### config.mk
export PLATFORM = sky130hd
export DESIGN_NAME = overlay_bit_packer
export DESIGN_NICKNAME = d
export VERILOG_FILES = /design/src/rtl/overlay_bit_packer.sv
export SDC_FILE = /design/constraint.sdc
export NUM_CORES = 1
export LEC_CHECK = 0
export BUFFER_PORTS_ARGS = -buffer_cell sky130_fd_sc_hd__buf_2
export CORE_MARGIN = 3
export CORE_UTILIZATION = 58
export DETAILED_ROUTE_END_ITERATION = 10
export MAX_ROUTING_LAYER = met4
export PLACE_DENSITY = 0.95
export SYNTH_ARGS = -nofsm -noshare
export SYNTH_HDL_FRONTEND = slang
export SYNTH_SLANG_ARGS = --single-unit
export TNS_END_PERCENT = 20
### constraint.sdc
create_clock -name clk -period 7.49 [get_ports clk]
set_input_delay 0 -clock clk [delete_from_list [all_inputs] [get_ports clk]]
set_output_delay 0 -clock clk [all_outputs]
set_load 0.01 [all_outputs]
### src/rtl/overlay_bit_packer.sv
// Thresholds RGB pixels to one overlay bit each and packs eight bits MSB-first
// into bytes that are written sequentially into an overlay frame memory.
module overlay_bit_packer #(
  parameter int FRAME_BYTES = 38400,
  parameter int ADDR_W      = 16,
  parameter int THRESH      = 384
) (
  input  logic              clk,
  input  logic              reset,
  input  logic [23:0]       pix_data,
  input  logic              pix_valid,
  input  logic              pix_sof,
  output logic              pix_ready,
  input  logic              mem_busy,
  output logic              mem_we,
  output logic [ADDR_W-1:0] mem_addr,
  output logic [7:0]        mem_data,
  output logic              frame_done,
  output logic              resync
);

  localparam logic [ADDR_W-1:0] LAST_ADDR = ADDR_W'(FRAME_BYTES - 1);
  localparam logic [9:0]        THRESH_V  = 10'(THRESH);

  typedef enum logic [1:0] {IDLE, PACK, WRITE} state_t;

  state_t     state;
  state_t     state_next;
  logic [2:0] bit_cnt;
  logic [7:0] shreg;
  logic [7:0] next_byte;
  logic [2:0] bit_pos;
  logic [9:0] luma_sum;
  logic       pix_bit;
  logic       accept;
  logic       last_byte;
  logic       restart_flag;

  assign luma_sum     = {2'b00, pix_data[23:16]} + {2'b00, pix_data[15:8]} + {2'b00, pix_data[7:0]};
  assign pix_bit      = (luma_sum >= THRESH_V);
  assign accept       = pix_valid && pix_ready;
  assign last_byte    = (mem_addr == LAST_ADDR);
  assign bit_pos      = 3'd7 - bit_cnt;
  // A sof landing exactly on a fresh frame start is not an abort.
  assign restart_flag = (bit_cnt != 3'd0) || (mem_addr != '0);

  always_comb begin
    next_byte          = shreg;
    next_byte[bit_pos] = pix_bit;
  end

  always_ff @(posedge clk) begin
    if (reset) begin
      state <= IDLE;
    end else begin
      state <= state_next;
    end
  end

  always_comb begin
    state_next = state;
    case (state)
      IDLE: begin
        if (accept && pix_sof) begin
          state_next = PACK;
        end
      end
      PACK: begin
        if (accept && !pix_sof && (bit_cnt == 3'd7)) begin
          state_next = WRITE;
        end
      end
      WRITE: begin
        if (mem_we) begin
          state_next = last_byte ? IDLE : PACK;
        end
      end
      default: state_next = IDLE;
    endcase
  end

  always_comb begin
    pix_ready = (state != WRITE);
    mem_we    = (state == WRITE) && !mem_busy;
  end

  always_ff @(posedge clk) begin
    if (reset) begin
      bit_cnt    <= 3'd0;
      shreg      <= 8'h00;
      mem_addr   <= '0;
      mem_data   <= 8'h00;
      frame_done <= 1'b0;
      resync     <= 1'b0;
    end else begin
      frame_done <= 1'b0;
      resync     <= 1'b0;
      case (state)
        IDLE: begin
          if (accept && pix_sof) begin
            shreg    <= {pix_bit, 7'b0000000};
            bit_cnt  <= 3'd1;
            mem_addr <= '0;
          end
        end
        PACK: begin
          if (accept) begin
            if (pix_sof) begin
              resync   <= restart_flag;
              shreg    <= {pix_bit, 7'b0000000};
              bit_cnt  <= 3'd1;
              mem_addr <= '0;
            end else begin
              shreg   <= next_byte;
              bit_cnt <= bit_cnt + 3'd1;
              if (bit_cnt == 3'd7) begin
                mem_data <= next_byte;
              end
            end
          end
        end
        WRITE: begin
          if (mem_we) begin
            bit_cnt <= 3'd0;
            shreg   <= 8'h00;
            if (last_byte) begin
              frame_done <= 1'b1;
            end else begin
              mem_addr <= mem_addr + 1'b1;
            end
          end
        end
        default: begin
          bit_cnt <= 3'd0;
          shreg   <= 8'h00;
        end
      endcase
    end
  end

endmodule

== After elaboration in Yosys (flattened, before gate mapping) ==
Cells that the tools add are included.
Word-level totals
  bits in registers: 39
  bits of input ports: 29
  logic and storage cells: 75
Operators by class
  add/subtract/negate cells: 5
  $lt $le $gt $ge: 3
  equality and inequality tests: 11
  muxes and demuxes: 25
  bitwise gates (word level): 5
  reduce and logical (&&, ||, !) cells: 19
Operator list (number)
  16-bit two-way mux: 5
  16-bit case mux with 3 select lines: 1
  8-bit two-way mux: 4
  8-bit case mux with 3 select lines: 1
  16-bit by 1-bit adder with 16-bit output, second input constant: 1
  16-bit equality test, second input constant: 1
  16-bit nonzero test: 1
  2-bit != test, second input constant: 7
  3-bit two-way mux: 4
  9-bit by 8-bit adder with 10-bit output: 1
  10-bit by 9-bit >= comparator with 1-bit output, second input constant: 1
  8-bit by 8-bit adder with 9-bit output: 1
  3-bit case mux with 3 select lines: 1
  8-bit bitwise mux: 1
  1-bit logical AND: 6
  2-bit two-way mux: 3
  2-bit case mux with 3 select lines: 1
  3-bit AND reduction: 2
  6-bit AND reduction: 1
  3-bit nonzero test: 2
  1-bit inverter: 5
  3-bit by 4-bit < comparator with 1-bit output, second input constant: 1
  4-bit AND reduction: 1
  4-bit OR reduction: 1
  other kinds (12): 15

== Depth between registers and ports, before layout ==
Gate-level depths: netlist of the first run.
  depth in word-level cells: 9
  depth in mapped cells: 11
  gate-level depth less buffers: 11

== Worst setup path after synthesis of the first run ==
Ideal clock, no wire load.
  path type: in2reg
  from: input pix_data[1]
  to: register shreg[2]
  setup time: 0.084 ns
  data arrival time: 2.348 ns
  required time: 7.406 ns
  setup slack: 5.058 ns
  stages on the path: 9
  buffers on the path: 0
  path through: fa_1 > ha_1 > fa_1 > a21o_1 > a221oi_2 > mux2i_1 > nor3_2 > or2_4 > o31ai_2
On the way
  word-level cells in the longest chain between the ends: 6
Ends and longest elaborated chain
  from (decl): RTL line 10  | input logic [23:0] pix_data,
  9-bit by 8-bit adder with 10-bit output: RTL line 39  | assign luma_sum = {2'b00, pix_data[23:16]} + {2'b00, pix_data[15:8]} + {2'b00, pix_data[7:0]};
  10-bit by 9-bit >= comparator with 1-bit output: RTL line 40  | assign pix_bit = (luma_sum >= THRESH_V);
  8-bit bitwise mux: RTL line 49  | next_byte[bit_pos] = pix_bit;
  8-bit two-way mux: RTL line 108  | if (pix_sof) begin
  8-bit two-way mux: RTL line 107  | if (accept) begin
  8-bit case mux with 3 select lines: RTL line 98  | case (state)
  to (signal assigned): RTL line 101  | shreg <= {pix_bit, 7'b0000000};
  to (signal assigned): RTL line 110  | shreg <= {pix_bit, 7'b0000000};
  to (signal assigned): RTL line 114  | shreg <= next_byte;
  to (decl): RTL line 30  | logic [7:0] shreg;
Every way passes these cells. The select of a mux whose other input is x is not followed.
A chain may end at the register's enable or synchronous reset.

== Worst setup path after layout of the first run ==
  from: input pix_data[1]
  to: register shreg[6]
The elaborated chain is that of the path after synthesis.

==> qor.yml, run 1 <==
post-place-ws_ns: 4.750
final-setup-viol-count: 0
drv_cap: 0
use_met3_pct: 5.612
worst_pin_slew_ns: 1.019
setup_slack_ns: 5.026
switching_power_mw: 0.1285
p_clk_share_pct: 42.8
nets: 373
slowest_delay_ns: 0.48
fp.coreArea_um2: 3826
synth.top_cells.by_area: "dfxtp_1, fa_1, ha_1"
post_drt_via_cell_ratio: 5.833
crit_arrival_ns: 2.67
htreeDepth: 2
timing.fmax_mhz: 405.8
min_period_over_period_pct: 32.90
clockBufferDepth: 2
synthCells: 269
wire_per_inst_um: 14.33
crit_chain: "buf_2 -> fa_1 -> ha_1 -> fa_1 -> a21o_1 -> a221oi_2 -> mux2i_1 -> nor3_2 -> or2_4 -> o41ai_2"
yosys.area_share.simple_pct: 25.70
post_cts_resized: 0
hold_buffers: 1
drtAntennaViolNets: 0
io_pins: 57
grt_usage_pct: 22.80
dr_total_vias: 2170
fin_crit_ns: 2.464
grt.overflow.total: 0
synth.top_cell.area_share_pct: 31.63
worstSkewPairLatency_ns: 0.30
combPwrFrac_pct: 15.6
use_met2_pct: 38.98
yosysSeqAreaShare_pct: 31.63
p_leak_nw: 1.302
seq_power_share_pct: 41.6
power.internal_mw: 0.3703
cp_max_fo: 5
firstDrtPassIters: 4
synth_ff_type: "dfxtp_1"
busiest_layer: "met2"
yosys_register_bits: 38
final_cell_mix: "buf_2, dfxtp_1, nor2_1"
cts_buffers: 5
cts_tree: "done"
syn_area_per_cell_um2: 8.940
synthMuxAreaShare_pct: 3.746
chipHeight_um: 70.39
crit_type: "input pin to register"
rows: 22
hold_path_class: "input pin to register"
postRouteWirelength_um: 5331
gp_congestion: 0.8545
antenna_found_initial: 0
grt_pass1_wl_um: 9066
ys_async_sr_fraction_pct: 0
cts_root_buf: "clkbuf_8"
critPathCaptureType: "register"
drt_iter0_markers: 173
switching_share_pct: 25.76
die_area_um2: 4955
drc: 0
grtUsageMet1_pct: 26.42
fin_setup_tns_ns: 0
status: "finished, final reports clean"
cpMostUsedCell: "fa_1"
synth_nets: 319
layout_commonest_cell: "buf_2"
fin_skew_ns: 0.008053
synth_xor_area_share_pct: 5.463
synthToLayoutAreaGrowth_pct: 17.64
drive_above_1_share_pct: 26.54
peakVddDrop_mv: 0.1264
power_density_nw_per_um2: 176.3
synth_top_family_by_area: "simple AND/OR/NAND/NOR gates"
hold_viol: 0
yosys.area_share.adder_pct: 13.74
yosysWarnings: 0
cts_sinks: 38
synth_edf_count: 0
start_kind: "input pin"
ys_types: 54
slew_headroom_pct: 31.93
netlist_area_um2: 2405
cp_slowest_cell: "fa_1"
n_antenna_cell: 0
yosysTopAreaCell: "dfxtp_1"
grt_max_degree: 25
synth-compound-area-share_pct: 14.41
cts_setup_buffers: 0
start_util_pct: 62.85
fill_cells: 303
rsz0062_at_grt: "no"
slew_violations: 0
cp.required_ns: 7.70
numPortBuffers: 56
die_w_um: 70.39
path_clk_slew_ns: 0.08
dp_hpwl_um: 3933
grt_pass1_vias: 2047
-- per-layer routing --
metal | part of all wire (%) | wire length (um) | vias up
met5 | 0 | 0 | -
met4 | 0.86 | 46 | 0
met3 | 6.7 | 358 | 6
met2 | 52 | 2766 | 68
met1 | 40 | 2159 | 1038
li1 | - | - | 1058
-- Yosys cell counts (2+ instances only) --
library cell  number
inv_1             16
o21ai_0            9
a22oi_1            3
mux2i_1            9
nand4_4            2
a21o_1             2
o31ai_1            2
nand4_1            8
fa_1               9
o21ai_1            2
and3_1             2
nor4_1             4
nor3_2             2
a31oi_1            3
and3_2             4
o21bai_1           2
nand2b_1           2
nor3_1             4
xor2_1            12
or4_1              3
dfxtp_1           38
o221ai_1           3
ha_1              12
nand3_1            9
xnor2_1            3
nand2_1           25
a21oi_1           11
a211o_1            2
clkbuf_1           7
nor2_1            35
-- worst paths after layout --
kind | start | end | slack [ns] | cells after the start
setup / recovery | pix_data[1] | shreg[6] | 5.03 | 10
hold / removal | reset | mem_data[2] | 0.11 | 2
setup reg to reg | state[1] | mem_addr[15] | 5.39 | 7
hold reg to reg | shreg[3] | shreg[3] | 0.48 | 2
-- metrics by stage --
step	utilization (%)	cells	power (mW)	hold slack, ns	instance area [um^2]
global route	73.94	372	0.5170	0.1237	2829
detailed placement	70.08	363	0.2887	0.2675	2681
global placement	70.08	363	0.2842	0.2731	2681
floorplan	-	269	0.2659	0.04753	2405
CTS	73.94	372	0.4991	0.1133	2829
finish	73.94	372	0.4988	0.1150	2829
-- cell type report --
type / count / area (um^2) / share of cell area (%)
inverter: 17 / 63.81 / 2.256
clock buffer: 5 / 68.82 / 2.433
timing repair buffer: 57 / 290.3 / 10.26
clock inverter: 3 / 68.82 / 2.433
sequential: 38 / 760.7 / 26.89
multi-input combinational: 204 / 1516 / 53.60
tap: 48 / 60.06 / 2.123
-- sequential cells by signal, indices dropped and copies added, names as in the netlist --
| name | count |
|---|---|
| bit_cnt | 3 |
| frame_done | 1 |
| mem_addr | 16 |
| mem_data | 8 |
| resync | 1 |
| shreg | 7 |
| state | 2 |
-- power groups by stage --
stage               registers [mW]  logic [mW]  clock network (mW)
floorplan                    0.211      0.0551                   0
global placement             0.212      0.0719                   0
detailed placement           0.212      0.0765                   0
CTS                          0.207      0.0776               0.214
global route                 0.208      0.0874               0.222
finish                       0.208      0.0778               0.213
-- cells by family after synthesis --
family / Yosys count
adder cells (fa/ha/maj): 21
flip-flops: 38
multiplexers: 9
AO/OA/AOI/OAI: 49
buffers and inverters: 27
AND/OR/NAND/NOR: 110
XOR/XNOR: 15
-- worst max-delay path: cells and delay by family --
| kind | cells | cell delay [ns] |
|---|---|---|
| simple gates | 2 | 0.37 |
| compound gates | 3 | 0.81 |
| buf+inv | 1 | 0.11 |
| mux | 1 | 0.29 |
| fa+ha+maj | 3 | 1.09 |
Power figures use the tool's default switching activity.
==> inputs of run 2 (changes only) <==
CORE_UTILIZATION = 49   (was 58)
PLACE_DENSITY = 0.87   (was 0.95)
clock period = 2.1 ns   (was 7.49 ns; I/O delays follow)
==> run 2 against run 1 <==
  * The run now ends with negative setup slack left
  * Routed wire length is 1.5% higher
  * Largest cell class unchanged
  * Cell count is 9.9% higher
  * Cell area is 5.7% higher
  * Combinational power grew to 4.6 times the previous value
  * Largest power group is now sequential cells
  * Sequential power grew to 3.5 times the previous value
  * Non-clock buffer count is 20 higher
  * Critical endpoint unchanged
  * Die area is 17% higher
  * Sequential cell count stayed put
  * Worst setup slack worse by 5.2 ns
==> qor.yml, run 2 (same netlist as run 1, synthesis figures left out) <==
wire_per_inst_um: 13.23
dp_hpwl_um: 4143
peakVddDrop_mv: 0.4089
slowest_delay_ns: 0.49
setup_slack_ns: -0.1493
hold_viol: 0
regMostFlops: "mem_addr"
start_util_pct: 53.04
grt.overflow.total: 0
critPathCaptureType: "register"
worstSkewPairLatency_ns: 0.29
nets: 393
grt_max_degree: 25
fin_crit_ns: 2.249
status: "complete, but fails checks"
drive_above_1_share_pct: 31.40
timing.fmax_mhz: 444.6
power.internal_mw: 1.166
min_period_over_period_pct: 107.1
gp_congestion: 0.8807
cp_max_fo: 5
crit_chain: "buf_6 -> fa_1 -> ha_2 -> fa_2 -> a21o_1 -> a221oi_4 -> mux2i_1 -> nor3_2 -> or2_4 -> o41ai_2"
start_kind: "input pin"
dr_total_vias: 2209
postRouteWirelength_um: 5413
combPwrFrac_pct: 22.2
cts_root_buf: "clkbuf_8"
fp.coreArea_um2: 4534
htreeDepth: 2
p_leak_nw: 1.386
fill_cells: 378
n_antenna_cell: 0
crit_type: "input pin to register"
rows: 24
power_density_nw_per_um2: 536.5
drc: 0
post_drt_via_cell_ratio: 5.401
chipHeight_um: 76.06
largest_register_ffs: 16
fin_util_pct: 65.92
top_regs: "mem_addr x16, mem_data x8, shreg x7"
slew_headroom_pct: 72.17
clockBufferDepth: 2
switching_power_mw: 0.4381
layout_commonest_cell: "buf_2"
drt_iter0_markers: 107
grt_pass1_vias: 2164
die_area_um2: 5784
cp_top_family: "adder cells"
synthToLayoutAreaGrowth_pct: 24.30
slew_violations: 0
rsz0062_at_grt: "yes"
violations: "negative setup slack"
firstDrtPassIters: 4
final_cell_mix: "buf_2, dfxtp_1, nor2_1"
die_w_um: 76.06
crit_arrival_ns: 2.45
numPortBuffers: 56
fin_skew_ns: 0.008395
grt_pass1_wl_um: 9390
grt_usage_pct: 20.04
worst_pin_slew_ns: 0.4174
switching_share_pct: 27.32
seq_power_share_pct: 45.9
antenna_found_initial: 0
p_clk_share_pct: 31.8
cts_sinks: 38
cts_buffers: 5
hold_path_class: "input pin to register"
cts_tree: "done"
path_clk_slew_ns: 0.07
cp.required_ns: 2.30
final-setup-viol-count: 7
cp.buffers_inverters: 1
drv_cap: 0
cp_slowest_cell: "fa_1"
fin_setup_tns_ns: -0.4677
drtAntennaViolNets: 0
io_pins: 57
[run 2: cell count changes in the layout (fill, tap and decap cells not counted), moves of 2 or more]
cell / change
buf_2: -2
buf_4: +20
buf_6: +2
bufinv_16: -2
[run 2: final timing paths]
kind                startpoint            to  slack [ns]  cells past startpoint
setup / recovery  pix_data[17]      shreg[6]       -0.15                     10
hold reg to reg    mem_data[0]   mem_data[0]        0.45                      2
setup reg to reg  mem_addr[11]  mem_addr[15]        0.14                      6
hold / removal           reset   mem_data[1]        0.12                      2
[run 2: final cells by class]
| type | count | area [um^2] | share of cell area (%) |
|---|---|---|---|
| multi-input cells | 204 | 1539 | 51.49 |
| flip-flops and latches | 38 | 760.7 | 25.45 |
| repair buffers | 77 | 452.9 | 15.15 |
| clock buffers | 7 | 86.33 | 2.888 |
| well taps | 65 | 81.33 | 2.721 |
| inverters | 17 | 63.81 | 2.135 |
| clock inverters | 1 | 5.005 | 0.1674 |
[run 2: repair_timing]
item | 4_1_cts | 5_1_grt
buffers inserted | 0 | 1
hold buffers | 1 | 0
pin swaps | 0 | 6
setup endpoints to repair | 7 | 8
gates resized for setup | 2 | 2
endpoints found under the hold margin | 1 | 0
[run 2: through the flow]
stage          hold slack (ns)  total power, mW  cell area, um^2  worst slack, ns  instances
6_report                0.1175            1.604             2989          -0.1493        409
5_1_grt                 0.1346            1.686             2989          -0.2282        409
4_1_cts                 0.1099            1.600             2970          -0.1624        408
3_5_place_dp            0.2885            1.090             2861          -0.4833        399
3_3_place_gp            0.2811            1.072             2861          -0.3425        399
2_1_floorplan          0.04753           0.9618             2421          -0.1954        269
[run 2: layer usage]
metal	part of all wire (%)	track usage, %	vias to the layer above
met3	5.4	3.546	12
met5	0	-	-
li1	-	-	1095
met2	50	35.99	73
met1	43	22.44	1029
met4	1.8	6.884	0
[run 2: worst register-to-register path: stages (launching register included)]
cell and delay (ns):
dfxtp_1 0.35, or4_4 0.55, nor3_4 0.23, nand4_4 0.27, and3_2 0.29, xnor2_1 0.13
nor2_1 0.05
[run 2: power groups by stage]
stage | sequential (mW) | combinational (mW) | clock (mW)
final | 0.737 | 0.357 | 0.511
after global routing | 0.737 | 0.394 | 0.554
after CTS | 0.736 | 0.344 | 0.520
after detailed placement | 0.753 | 0.338 | 0
after global placement | 0.752 | 0.320 | 0
after floorplan | 0.752 | 0.210 | 0
==> inputs of run 3 (changes only) <==
==> constraint.sdc (replaced) <==
create_clock -name clk -period 2.1 [get_ports clk]
set_input_delay 0.21 -clock clk [delete_from_list [all_inputs] [get_ports clk]]
set_output_delay 0.21 -clock clk [all_outputs]
set_load 0.01 [all_outputs]
==> run 3 against run 2 <==
  * The run still ends with negative setup slack left
  * Clock skew increased by 0.0016 ns
  * Fmax decreased by 7.5%
  * Routed wire length is 1.6% lower
  * Count of clock-buffer cells in the layout shrank 2
  * Die area unchanged
  * Non-clock buffer count shrank 5
  * Largest cell class unchanged
  * Combinational power down 3%
  * First-iteration DRC count up 56%
  * Hold slack better by 0.081 ns
==> qor.yml, run 3 (same netlist as run 1, synthesis figures left out) <==
violations: "negative setup slack"
die_area_um2: 5784
chipHeight_um: 76.06
synthToLayoutAreaGrowth_pct: 23.26
critPathCaptureType: "register"
crit_arrival_ns: 2.64
dr_total_vias: 2200
fill_cells: 378
min_period_over_period_pct: 115.8
rows: 24
switching_share_pct: 26.27
hold_path_class: "input pin to register"
status: "complete, but fails checks"
cts_setup_buffers: 0
htreeDepth: 2
cts_sinks: 38
cp_max_fo: 5
instances_no_fill: 404
crit_type: "input pin to register"
start_util_pct: 53.04
combPwrFrac_pct: 20.5
slew_violations: 0
p_total_mw: 1.687
n_antenna_cell: 0
power.internal_mw: 1.244
cts_buffers: 5
grt_pass1_vias: 2080
cts_tree: "done"
firstDrtPassIters: 4
antenna_found_initial: 0
use_met3_pct: 4.019
timing.fmax_mhz: 411.1
hold_viol: 0
gp_congestion: 0.8476
drive_above_1_share_pct: 31.27
grt_max_degree: 25
post-place-ws_ns: -0.6618
worst_pin_slew_ns: 1.056
busiest_layer: "met2"
cp.required_ns: 2.30
nets: 388
start_kind: "input pin"
regMostFlops: "mem_addr"
die_w_um: 76.06
p_leak_nw: 1.373
drtAntennaViolNets: 0
dp_hpwl_um: 3997
use_met2_pct: 33.95
power_density_nw_per_um2: 569.1
layout_commonest_cell: "buf_2"
final-setup-viol-count: 8
postRouteWirelength_um: 5324
fin_setup_tns_ns: -2.013
cts_root_buf: "clkbuf_8"
clockBufferDepth: 2
final_cell_mix: "buf_2, dfxtp_1, nor2_1"
p_clk_share_pct: 35.9
wire_per_inst_um: 13.18
grt.overflow.total: 0
drc: 0
post_drt_via_cell_ratio: 5.446
drv_cap: 0
placedCellCount: 396
path_clk_slew_ns: 0.08
slew_headroom_pct: 29.45
largest_register_ffs: 16
setup_slack_ns: -0.3325
switching_power_mw: 0.4431
rsz0062_at_grt: "yes"
grtUsageMet1_pct: 21.52
peakVddDrop_mv: 0.3890
worstSkewPairLatency_ns: 0.29
io_pins: 57
grt_pass1_wl_um: 9032
grt_usage_pct: 19.10
seq_power_share_pct: 43.6
fp.coreArea_um2: 4534
top_regs: "mem_addr x16, mem_data x8, shreg x7"
fin_skew_ns: 0.009954
fin_crit_ns: 2.433
numPortBuffers: 56
drt_iter0_markers: 167
run 3: layout make-up:
| cell class | count | area, um^2 | area share [%] |
|---|---|---|---|
| clock inverters | 3 | 40.04 | 1.351 |
| repair buffers | 72 | 406.6 | 13.72 |
| well taps | 65 | 81.33 | 2.744 |
| inverters | 17 | 63.81 | 2.153 |
| multi-input cells | 204 | 1543 | 52.05 |
| flip-flops and latches | 38 | 760.7 | 25.66 |
| clock buffers | 5 | 68.82 | 2.322 |
run 3: final timing paths:
check                       to  slack (ns)          from  cells after the start
hold reg to reg       shreg[1]        0.47      shreg[1]                      2
hold / removal      frame_done        0.20      mem_busy                      2
setup reg to reg  mem_addr[15]        0.15  mem_addr[11]                      6
setup / recovery      shreg[6]       -0.33  pix_data[17]                     10
run 3: worst max-delay path, stage by stage:
cell and delay, ns:
buf_6 0.09, fa_1 0.47, ha_2 0.20, fa_2 0.33, a21o_1 0.18, a221oi_4 0.29
mux2i_1 0.28, nor3_2 0.10, or2_4 0.29, o41ai_2 0.18
run 3: per-layer routing:
layer	vias to the layer above	share of wire, %
met3	9	5.4
met1	1035	43
met5	-	0
li1	1091	-
met4	0	1.2
met2	65	51
run 3: repair_timing:
| item | CTS | global route |
|---|---|---|
| endpoints found under the setup margin | 8 | 10 |
| pin swaps | 0 | 4 |
| gates resized for setup | 3 | 1 |
| hold buffers | 0 | 0 |
| hold endpoints to repair | 0 | 0 |
run 3: power by group through the flow:
stage / logic, mW / clock network (mW) / registers, mW
4_1_cts: 0.348 / 0.611 / 0.735
2_1_floorplan: 0.210 / 0 / 0.752
3_5_place_dp: 0.337 / 0 / 0.752
6_report: 0.346 / 0.605 / 0.736
3_3_place_gp: 0.323 / 0 / 0.752
5_1_grt: 0.390 / 0.635 / 0.736
run 3: through the flow:
stage	hold WS, ns	util [%]	instance area (um^2)
after floorplan	0.2869	-	2421
after global placement	0.4468	62.61	2839
after detailed placement	0.4497	62.61	2839
after CTS	0.1991	65.29	2960
after global routing	0.2057	65.37	2964
final	0.1988	65.37	2964
